<file path="src/rtl/types_pkg.sv">
// types_pkg: shared RV32I core types (opcodes, ALU ops, imm formats)
// plus multicycle sequencer states, datapath selects and decode bundle
package types_pkg;

  typedef enum logic [6:0] {
    OP_LOAD   = 7'b0000011,
    OP_IMM    = 7'b0010011,
    OP_STORE  = 7'b0100011,
    OP_R      = 7'b0110011,
    OP_BRANCH = 7'b1100011,
    OP_JAL    = 7'b1101111
  } opcode;

  typedef enum logic [2:0] {
    SUM_OP = 3'd0,
    SUB_OP = 3'd1,
    AND_OP = 3'd2,
    OR_OP  = 3'd3,
    XOR_OP = 3'd4,
    SLL_OP = 3'd5,
    SRL_OP = 3'd6,
    SLT_OP = 3'd7
  } alu_ctrl;

  typedef enum logic [1:0] {
    Imm    = 2'd0,
    Store  = 2'd1,
    Branch = 2'd2,
    Jump   = 2'd3
  } instr_format;

  typedef enum logic [3:0] {
    FETCH    = 4'd0,
    DECODE   = 4'd1,
    MEMADR   = 4'd2,
    MEMREAD  = 4'd3,
    MEMWB    = 4'd4,
    MEMWRITE = 4'd5,
    EXEC_R   = 4'd6,
    EXEC_I   = 4'd7,
    ALUWB    = 4'd8,
    BRANCH   = 4'd9,
    JAL      = 4'd10,
    TRAP     = 4'd11
  } mcu_state;

  typedef enum logic [1:0] {
    SRCA_PC    = 2'b00,
    SRCA_OLDPC = 2'b01,
    SRCA_RS1   = 2'b10
  } alu_src_a_t;

  typedef enum logic [1:0] {
    SRCB_RS2  = 2'b00,
    SRCB_IMM  = 2'b01,
    SRCB_FOUR = 2'b10
  } alu_src_b_t;

  typedef enum logic [1:0] {
    RES_ALUOUT = 2'b00,
    RES_MEM    = 2'b01,
    RES_ALU    = 2'b10
  } result_src_t;

  localparam logic [2:0] F3_ADD = 3'b000;
  localparam logic [2:0] F3_SLL = 3'b001;
  localparam logic [2:0] F3_W   = 3'b010;
  localparam logic [6:0] F7_0   = 7'b0000000;
  localparam logic [6:0] F7_SUB = 7'b0100000;

  // alt: sub for R, slli for I-ALU, bne for branches
  typedef struct packed {
    mcu_state    next;
    instr_format imm;
    logic        alt;
    logic        store;
  } dec_t;

endpackage

</file>
<file path="src/rtl/mcu_decode.sv">
// mcu_decode: legality check and DECODE next-state from the IR
// in: instr[31:0]  out: dec (next state, imm format, variant, store)
module mcu_decode
  import types_pkg::*;
(
  input  logic [31:0] instr,
  output dec_t        dec
);

  logic [6:0] op;
  logic [2:0] f3;
  logic [6:0] f7;
  logic       is_ld;
  logic       is_st;
  logic       is_r;
  logic       is_i;
  logic       is_b;
  logic       is_j;
  logic       unused_fields;

  assign op = instr[6:0];
  assign f3 = instr[14:12];
  assign f7 = instr[31:25];

  // register/immediate fields belong to the datapath
  assign unused_fields = ^{instr[24:15], instr[11:7]};

  assign is_ld = (op == OP_LOAD);
  assign is_st = (op == OP_STORE);
  assign is_r  = (op == OP_R);
  assign is_i  = (op == OP_IMM);
  assign is_b  = (op == OP_BRANCH);
  assign is_j  = (op == OP_JAL);

  always_comb begin
    dec.next  = TRAP;
    dec.imm   = Imm;
    dec.alt   = 1'b0;
    dec.store = 1'b0;
    unique case (1'b1)
      is_ld: begin
        if (f3 == F3_W) dec.next = MEMADR;
      end
      is_st: begin
        dec.imm   = Store;
        dec.store = 1'b1;
        if (f3 == F3_W) dec.next = MEMADR;
      end
      is_r: begin
        dec.alt = f7[5];
        if (f3 == F3_ADD &&
            (f7 == F7_0 || f7 == F7_SUB))
          dec.next = EXEC_R;
      end
      is_i: begin
        dec.alt = (f3 == F3_SLL);
        if (f3 == F3_ADD ||
            (f3 == F3_SLL && f7 == F7_0))
          dec.next = EXEC_I;
      end
      is_b: begin
        dec.imm = Branch;
        dec.alt = f3[0];
        if (f3[2:1] == 2'b00) dec.next = BRANCH;
      end
      is_j: begin
        dec.imm  = Jump;
        dec.next = JAL;
      end
      default: ;
    endcase
  end

endmodule

</file>
<file path="src/rtl/multicycle_ctrl.sv">
// multicycle_ctrl: RV32I multi-cycle sequencer (FSM + output decode)
// ports: clk, rst(async low), instr, EQ, mem_ready -> mem/datapath ctl;
// MCU_PERF_CNT_EN adds cycle_cnt/instret_cnt
module multicycle_ctrl
  import types_pkg::*;
#(
  parameter bit RESET_STATE_TRAP = 1'b0
) (
  input  logic        clk,
  input  logic        rst,
  input  logic [31:0] instr,
  input  logic        EQ,
  input  logic        mem_ready,
  output logic        mem_req,
  output logic        MemWrite,
  output logic        AdrSrc,
  output logic        IRWrite,
  output logic        PCWrite,
  output logic        RegWrite,
  output logic [1:0]  ALUsrcA,
  output logic [1:0]  ALUsrcB,
  output alu_ctrl     ALUctrl,
  output instr_format ImmSrc,
  output logic [1:0]  ResultSrc,
  output logic        instr_done,
  output logic        illegal
`ifdef MCU_PERF_CNT_EN
  ,
  output logic [31:0] cycle_cnt,
  output logic [31:0] instret_cnt
`endif
);

  mcu_state    state;
  dec_t        dec;
  alu_src_a_t  sa;
  alu_src_b_t  sb;
  result_src_t rs;
  alu_ctrl     op;
  instr_format imm;
  logic        req;
  logic        mw;
  logic        adr;
  logic        irw;
  logic        pcw;
  logic        rw;
  logic        done;
  logic        ill;

  mcu_decode u_dec (
    .instr (instr),
    .dec   (dec)
  );

  always_ff @(posedge clk or negedge rst) begin
    if (!rst) begin
      if (RESET_STATE_TRAP) state <= TRAP;
      else                  state <= FETCH;
    end else begin
      unique case (state)
        FETCH:    if (mem_ready) state <= DECODE;
        DECODE:   state <= dec.next;
        MEMADR:   state <= dec.store ? MEMWRITE
                                     : MEMREAD;
        MEMREAD:  if (mem_ready) state <= MEMWB;
        MEMWB:    state <= FETCH;
        MEMWRITE: if (mem_ready) state <= FETCH;
        EXEC_R:   state <= ALUWB;
        EXEC_I:   state <= ALUWB;
        ALUWB:    state <= FETCH;
        BRANCH:   state <= FETCH;
        JAL:      state <= ALUWB;
        TRAP:     state <= TRAP;
        default:  state <= TRAP;
      endcase
    end
  end

  always_comb begin
    req  = 1'b0;
    mw   = 1'b0;
    adr  = 1'b0;
    irw  = 1'b0;
    pcw  = 1'b0;
    rw   = 1'b0;
    done = 1'b0;
    ill  = 1'b0;
    sa   = SRCA_PC;
    sb   = SRCB_RS2;
    op   = SUM_OP;
    rs   = RES_ALUOUT;
    imm  = Imm;
    unique case (state)
      FETCH: begin
        req = 1'b1;
        sb  = SRCB_FOUR;
        rs  = RES_ALU;
        irw = mem_ready;
        pcw = mem_ready;
      end
      DECODE: begin
        sa  = SRCA_OLDPC;
        sb  = SRCB_IMM;
        imm = dec.imm;
      end
      MEMADR: begin
        sa  = SRCA_RS1;
        sb  = SRCB_IMM;
        imm = dec.imm;
      end
      MEMREAD: begin
        req = 1'b1;
        adr = 1'b1;
      end
      MEMWB: begin
        rw   = 1'b1;
        rs   = RES_MEM;
        done = 1'b1;
      end
      MEMWRITE: begin
        req  = 1'b1;
        mw   = 1'b1;
        adr  = 1'b1;
        done = mem_ready;
      end
      EXEC_R: begin
        sa = SRCA_RS1;
        if (dec.alt) op = SUB_OP;
      end
      EXEC_I: begin
        sa = SRCA_RS1;
        sb = SRCB_IMM;
        if (dec.alt) op = SLL_OP;
      end
      ALUWB: begin
        rw   = 1'b1;
        done = 1'b1;
      end
      BRANCH: begin
        sa   = SRCA_RS1;
        op   = SUB_OP;
        // bne inverts the taken sense
        pcw  = EQ ^ dec.alt;
        done = 1'b1;
      end
      JAL: begin
        pcw = 1'b1;
        sa  = SRCA_OLDPC;
        sb  = SRCB_FOUR;
      end
      TRAP: ill = 1'b1;
      default: ;
    endcase
  end

  // reset forces everything idle, also cancels an in-flight request
  assign mem_req    = rst & req;
  assign MemWrite   = rst & mw;
  assign AdrSrc     = rst & adr;
  assign IRWrite    = rst & irw;
  assign PCWrite    = rst & pcw;
  assign RegWrite   = rst & rw;
  assign instr_done = rst & done;
  assign illegal    = rst & ill;
  assign ALUsrcA    = rst ? sa : SRCA_PC;
  assign ALUsrcB    = rst ? sb : SRCB_RS2;
  assign ResultSrc  = rst ? rs : RES_ALUOUT;
  assign ALUctrl    = rst ? op : SUM_OP;
  assign ImmSrc     = rst ? imm : Imm;

`ifdef MCU_PERF_CNT_EN
  always_ff @(posedge clk or negedge rst) begin
    if (!rst) begin
      cycle_cnt   <= '0;
      instret_cnt <= '0;
    end else begin
      if (state != TRAP)
        cycle_cnt <= cycle_cnt + 32'd1;
      if (done)
        instret_cnt <= instret_cnt + 32'd1;
    end
  end
`endif

endmodule

</file>
<file path="config.mk">
export PLATFORM = sky130hd
export DESIGN_NAME = multicycle_ctrl
export DESIGN_NICKNAME = d
export VERILOG_FILES = /design/src/rtl/types_pkg.sv /design/src/rtl/mcu_decode.sv /design/src/rtl/multicycle_ctrl.sv
export SDC_FILE = /design/constraint.sdc
export NUM_CORES = 1
export LEC_CHECK = 0
export CORE_MARGIN = 2
export CORE_UTILIZATION = 35
export DETAILED_ROUTE_END_ITERATION = 8
export GPL_TIMING_DRIVEN = 0
export PLACE_DENSITY = 0.79
export RECOVER_POWER = 100
export SETUP_SLACK_MARGIN = 0.4
export SLEW_MARGIN = 20
export SYNTH_ARGS = -nofsm -noshare
export SYNTH_HDL_FRONTEND = slang
export SYNTH_SLANG_ARGS = --single-unit
</file>
<file path="constraint.sdc">
create_clock -name clk -period 1.4 [get_ports clk]
set_input_delay 0.14 -clock clk [delete_from_list [all_inputs] [get_ports clk]]
set_output_delay 0.14 -clock clk [all_outputs]
set_load 0.005 [all_outputs]
</file>
==> results of run 1 <==
-- metal layers --
layer	wire [um]	GRT usage, %	vias up
li1	-	-	629
met1	1640	27.4	643
met2	2190	51.3	92
met3	288	4.09	22
met4	172	15.3	0
met5	0	0	-
-- final cells by class --
type                            count  area, sq um  area share, %
Timing Repair Buffer               84          697           37.0
Sequential cell                     4          104           5.51
Clock buffer                        4         26.3           1.40
Buffer                              6         95.1           5.05
Multi-Input combinational cell    108          890           47.2
Tap cell                           28         35.0           1.86
Inverter                            7         36.3           1.93
-- report_power, final --
group          internal, W  switching, W
sequential        0.000183      0.000106
combinational      0.00165       0.00154
clock             0.000108     0.0000651
-- cells by family after synthesis --
| kind of cell | count (synthesis) |
|---|---|
| XOR/XNOR | 3 |
| buffers and inverters | 13 |
| other | 1 |
| AO/OA/AOI/OAI | 31 |
| multiplexers | 1 |
| flip-flops | 4 |
| AND/OR/NAND/NOR | 72 |
-- worst register-to-register path, cell delays in order (launching register included) --
cell      delay [ns]
dfrtp_2         0.46
buf_8           0.16
buf_6           0.12
buf_4           0.13
nor3_1          0.21
a21oi_1         0.09
o211ai_1        0.14
o211ai_1        0.13
-- worst max-delay path by stage --
stage	startpoint	endpoint	slack (ns)	cells past startpoint
CTS	instr[5]	PCWrite	-0.29	7
finish	state[1]$_DFFE_PN0P_	PCWrite	-0.32	6
floorplan	instr[5]	PCWrite	0.03	5
global route	state[1]$_DFFE_PN0P_	PCWrite	-0.37	6
detailed placement	instr[5]	PCWrite	-1.05	7
global placement	instr[5]	PCWrite	-1.04	7
-- cells in the mapped netlist, types with 2 or more instances --
cell	number	share of area, %
nand2_1	14	6.8
a21oi_1	9	5.8
dfrtp_1	4	13
xor2_1	3	3.4
and2_1	2	1.6
nor3_1	11	7.1
nor2b_1	3	2.4
nor2_1	21	10
a21boi_1	2	1.9
nand4_1	3	2.4
inv_1	5	2.4
nand3_1	4	2.6
a31oi_1	2	1.6
inv_2	2	0.97
nand2b_1	3	2.4
o211ai_1	4	3.9
clkbuf_1	3	1.5
nor4_1	3	2.4
-- timing repair --
action | CTS | global route
buffers inserted | 26 | 18
hold buffers | 1 | 0
setup endpoints to repair | 22 | 22
pin swaps | 25 | 26
hold endpoints to repair | 4 | 0
resized for setup | 128 | 40
gates cloned | 0 | 1
-- stage by stage --
stage               power, W  util, %  cells  TNS [ns]  hold WS (ns)
finish               0.00365     87.7    241     -3.51         0.249
detailed placement   0.00192     62.4    191    -11.88         0.479
floorplan            0.00142        -    125         0        -0.156
CTS                  0.00274     77.1    222     -2.84         0.213
global route         0.00380     87.7    241     -4.46         0.254
global placement     0.00188     62.4    191    -11.45         0.476
==> metrics.csv, run 1 <==
stage,metric,value,unit
worst_hold_path,hp-start,instr[4],
drt,drtPass1Iterations,4,
clocking,h-tree-depth,1,
synthesis,synth-edff-count,0,
setup_path,reg2reg_depth,7,
setup_path,path_class,reg2out,
timing,min_period,1.72,ns
final_layout,fillCellCount,110,
drt,wl,4290,um
setup_path,required,1.26,ns
setup_path,cp_num_buf_inv,2,
setup_path,critPathLaunchType,register,
global_routing,track_usage,26.9,%
global_routing,grt_pass1_wl,5400,um
placed_design,port_buffers,38,
floorplan,start_util,36.1,%
timing,timing.fmax,0.581,GHz
synthesis,syn_inst,125,
floorplan,dieArea,2610,sq um
status,violations,setup timing,
timing,fin_skew,0.00555,ns
synthesis,synth_simple_gate_area_share,46.4,%
clocking,clock_latency,0.25,ns
placed_design,place_congestion,0.861,
final_layout,layout_common_cells,"30 x buf_4, 19 x buf_2, 18 x buf_6",
synthesis,yosys.area_share.xor_xnor,3.39,%
timing,fin_crit_sh,123,%
timing,fin_ws,-0.322,ns
synthesis,synth_area,774,sq um
setup_path,cpPeakStageDelay,0.47,ns
floorplan,io_pins,55,
final_layout,top_register,state,
power_and_ir_drop,cellLeakagePower,0.844,nW
global_routing,antenna_found_initial,0,
clocking,cts_made_buffers,3,
final_layout,largest_reg_flops,4,
synthesis,synth_top_family_by_area,simple AND/OR/NAND/NOR gates,
floorplan,die-width,51.0,um
placed_design,place_ws,-1.05,ns
drt,vias_per_cell,5.75,
placed_design,dpl.hpwl,2040,um
worst_hold_path,hp-class,in2reg,
clocking,clock-sinks,4,
worst_hold_path,worstHoldEndpoint,state[2]$_DFFE_PN0P_,
synthesis,yosys_warnings,0,
synthesis,avgSynthCellArea,6.20,sq um
setup_path,cp.arrival,1.58,ns
synthesis,synth_mux_area_share,1.45,%
final_layout,final_common_cell,buf_4,
final_layout,top_regs,state: 4 flops,
synthesis,synth_flop_cell,dfrtp_1,
synthesis,synth-compound-area-share,28.4,%
setup_path,reg2reg_slack,-0.19,ns
setup_path,crit_family,flip-flops,
final_layout,final_area,1880,sq um
timing,hold_viol_final,0,
drt,drc_errors,0,
synthesis,async_flop_share,100,%
placed_design,placed_cell_area,1340,sq um
power_and_ir_drop,power_density,1940,nW/um^2
floorplan,row_count,17,
drt,ant_nets,0,
final_layout,n_antenna_cell,0,
global_routing,gr-total-overflow,0,
setup_path,timing.rr.start,state[2]$_DFFE_PN0P_,
flow_run,drv_cap,0,
setup_path,crit_path_top_delay_cell,dfrtp_2,
synthesis,synthAdderAreaFrac,0,%
setup_path,cp_max_fo,5,
timing,rsz0062_at_grt,yes,
setup_path,crit_path_end_kind,primary output,
clocking,clockRootBuffer,clkbuf_4,
timing,finalSetupViolCount,20,
setup_path,reg2reg_to,state[0]$_DFFE_PN0P_,
setup_path,cp_cell_sequence,buf_6 -> nor2_4 -> nand2_1 -> a211o_1 -> o31ai_2 -> buf_2,
drt,drt_iter0_drc,62,
drt,via_count,1386,
synthesis,syn_nets,161,
worst_hold_path,whs_path_depth,3,
final_layout,area_delta_synth_final,143,%
power_and_ir_drop,power.ir.vdd_worst,1.55,mV
clocking,cts_max_path_buffers,2,
floorplan,fp.dieH,51.0,um
synthesis,synth_seq_cells,4,
global_routing,grt_start_max_net_pins,11,
clocking,cts_tree,built,
status,status,finished with violations,
synthesis,ys_types,45,
final_layout,nets,250,
global_routing,grt_pass1_vias,1244,
clocking,cts.reportedPaths.clkPinSlew,0.05,ns
final_layout,drive_above_1_share,63.4,%
timing,slew_violations,0,
floorplan,coreArea,2150,sq um
synthesis,synth_seq_area_share,12.9,%
drt,wl_per_cell,17.8,um
Note: power is estimated with default switching activity, not from simulation.
==> run 2: changes to the inputs <==
--- a/config.mk
+++ b/config.mk
@@ -5,11 +5,14 @@
 export SDC_FILE = /design/constraint.sdc
 export NUM_CORES = 1
 export LEC_CHECK = 0
+export CELL_PAD_IN_SITES_DETAIL_PLACEMENT = 1
+export CELL_PAD_IN_SITES_GLOBAL_PLACEMENT = 2
 export CORE_MARGIN = 2
-export CORE_UTILIZATION = 35
+export CORE_UTILIZATION = 16
+export CTS_CLUSTER_DIAMETER = 80
 export DETAILED_ROUTE_END_ITERATION = 8
 export GPL_TIMING_DRIVEN = 0
-export PLACE_DENSITY = 0.79
+export PLACE_DENSITY = 0.78
 export RECOVER_POWER = 100
 export SETUP_SLACK_MARGIN = 0.4
 export SLEW_MARGIN = 20
==> run 2 against run 1 <==
Compared with the run above:
- the flow still finishes with violations (setup timing)
- sequential power decreased by 2%
- first-iteration DRC count shrank 63%
- final cell count up 17%
- critical endpoint unchanged
- flip-flop and latch count unchanged
- die area rose by 110%
- hold slack got worse by 0.0060 ns
- largest cell class is now buffers
- critical path depth unchanged
==> metrics.csv, run 2 (synthesis results as in run 1) <==
stage,metric,value,unit
status,status,finished with violations,
status,violations,setup timing,
floorplan,start_util,16.5,%
power_and_ir_drop,power_density,2010,nW/um^2
worst_hold_path,hp-class,in2reg,
flow_run,drv_cap,0,
timing,fin_crit_sh,124,%
placed_design,place_congestion,0.793,
global_routing,grt_pass1_wl,6820,um
drt,wl_per_cell,17.7,um
final_layout,fin_cells,281,
clocking,cts_tree,built,
final_layout,area_delta_synth_final,189,%
final_layout,layout_common_cells,"28 x buf_6, 27 x buf_4, 19 x buf_2",
final_layout,largest_reg_flops,4,
power_and_ir_drop,power_frac_clock,5.9,%
setup_path,reg2reg_to,state[0]$_DFFE_PN0P_,
final_layout,final_common_cell,buf_6,
timing,hold_viol_final,0,
global_routing,grt_start_max_net_pins,11,
setup_path,cp.arrival,1.60,ns
power_and_ir_drop,p_comb_share,87.8,%
clocking,clock_latency,0.22,ns
drt,vias_per_cell,4.82,
final_layout,nets,264,
setup_path,cp_max_fo,4,
final_layout,top_regs,state: 4 flops,
power_and_ir_drop,seqPwrFrac,6.2,%
power_and_ir_drop,switching_power,0.00196,W
setup_path,reg2reg_slack,-0.25,ns
final_layout,fin_util,47.8,%
floorplan,io_pins,55,
drt,drtPass1Iterations,4,
final_layout,top_register,state,
placed_design,dp.cells,217,
clocking,cts.reportedPaths.clkPinSlew,0.04,ns
setup_path,required,1.26,ns
clocking,cts_max_path_buffers,2,
clocking,clock-sinks,4,
setup_path,crit_end,PCWrite,
timing,timing.fmax,0.574,GHz
setup_path,critPathLaunchType,register,
clocking,cts_made_buffers,3,
floorplan,coreArea,4690,sq um
drt,ant_nets,0,
setup_path,path_class,reg2out,
timing,slew_violations,0,
setup_path,timing.rr.start,state[2]$_DFFE_PN0P_,
floorplan,dieArea,5410,sq um
drt,via_count,1354,
global_routing,track_usage,16.6,%
power_and_ir_drop,p_int,0.00254,W
setup_path,reg2reg_depth,8,
power_and_ir_drop,power.ir.vdd_worst,0.532,mV
setup_path,crit_start,state[1]$_DFFE_PN0P_,
timing,finalSetupViolCount,22,
floorplan,row_count,25,
final_layout,drive_above_1_share,67.0,%
placed_design,placed_cell_area,1370,sq um
global_routing,grt_pass1_vias,1417,
clocking,clockRootBuffer,clkbuf_8,
final_layout,n_antenna_cell,0,
drt,drc_errors,0,
drt,wl,4990,um
clocking,h-tree-depth,1,
floorplan,die-width,73.6,um
setup_path,crit_path_end_kind,primary output,
power_and_ir_drop,cellLeakagePower,0.933,nW
drt,drt_iter0_drc,23,
final_layout,final_area,2240,sq um
timing,rsz0062_at_grt,yes,
placed_design,port_buffers,38,
power_and_ir_drop,switching_share,43.5,%
timing,fin_ws,-0.343,ns
global_routing,gr-total-overflow,0,
floorplan,fp.dieH,73.6,um
timing,fin_skew,0.00363,ns
global_routing,antenna_found_initial,0,
timing,min_period,1.74,ns
timing,whs,0.243,ns
placed_design,dpl.hpwl,2480,um
==> run 2: changes by cell type in the layout (fill, tap and decap cells not counted), sizes merged <==
cell	previous run	this run
clkbuf	9	8
buf	70	84
clkdlybuf4s50	6	11
dlymetal6s2s	3	0
clkdlybuf4s15	1	2
clkinv	0	1
inv	7	6
dlygate4sd2	4	2
==> run 2: power by group through the flow <==
stage                     clock network [W]  registers [W]  logic [W]
final                              0.000266       0.000281    0.00395
after global routing               0.000276       0.000281    0.00416
after CTS                          0.000276       0.000271    0.00300
after detailed placement                  0       0.000300    0.00167
after global placement                    0       0.000296    0.00163
after floorplan                           0       0.000277    0.00114
==> run 2: worst min-delay path by stage <==
| stage | to | startpoint | slack [ns] | depth (start not counted) |
|---|---|---|---|---|
| final | state[2]$_DFFE_PN0P_ | instr[13] | 0.24 | 4 |
| after detailed placement | state[0]$_DFFE_PN0P_ | rst | 0.51 | 1 |
| after global routing | state[2]$_DFFE_PN0P_ | instr[13] | 0.26 | 4 |
| after global placement | state[0]$_DFFE_PN0P_ | rst | 0.50 | 1 |
| after floorplan | state[0]$_DFFE_PN0P_ | rst | -0.16 | 0 |
| after CTS | state[2]$_DFFE_PN0P_ | instr[13] | 0.25 | 4 |
==> run 2: cell type report <==
type | instances | area, sq um
plain buffers | 6 | 114
clock buffers | 4 | 45.0
fillers | 529 | 2450
inverters | 7 | 41.3
multi-input cells | 108 | 956
flip-flops and latches | 4 | 104
well taps | 54 | 67.6
repair buffers | 98 | 915
==> run 2: routing by layer <==
layer,GRT usage [%],wire [um],up-vias
met5,0,0,-
met4,8.48,181,0
met3,1.51,186,15
met2,32.9,2830,44
met1,16.7,1790,640
li1,-,-,655
==> run 2: per-stage QoR <==
stage               power, W  setup TNS (ns)  setup slack (ns)
finish               0.00450           -4.07            -0.343
global route         0.00472           -5.22            -0.383
CTS                  0.00355           -3.41            -0.336
detailed placement   0.00197          -13.14             -1.09
global placement     0.00193          -12.58             -1.07
floorplan            0.00142               0            0.0345
==> run 2: worst max-delay path, cell delays in order, from the launching register on <==
cell and delay (ns):
dfrtp_2 0.45, buf_4 0.19, nor2_4 0.15, nand2_1 0.08
a211o_1 0.30, o31ai_2 0.06, buf_2 0.14
==> run 2: what timing repair did <==
item                                    4_1_cts  5_1_grt
cloned                                        0        0
pin swaps                                    31       21
endpoints found under the setup margin       22       22
gates resized for setup                     156       43
setup buffers                                47       12
hold buffers                                  1        0
endpoints found under the hold margin         4        0
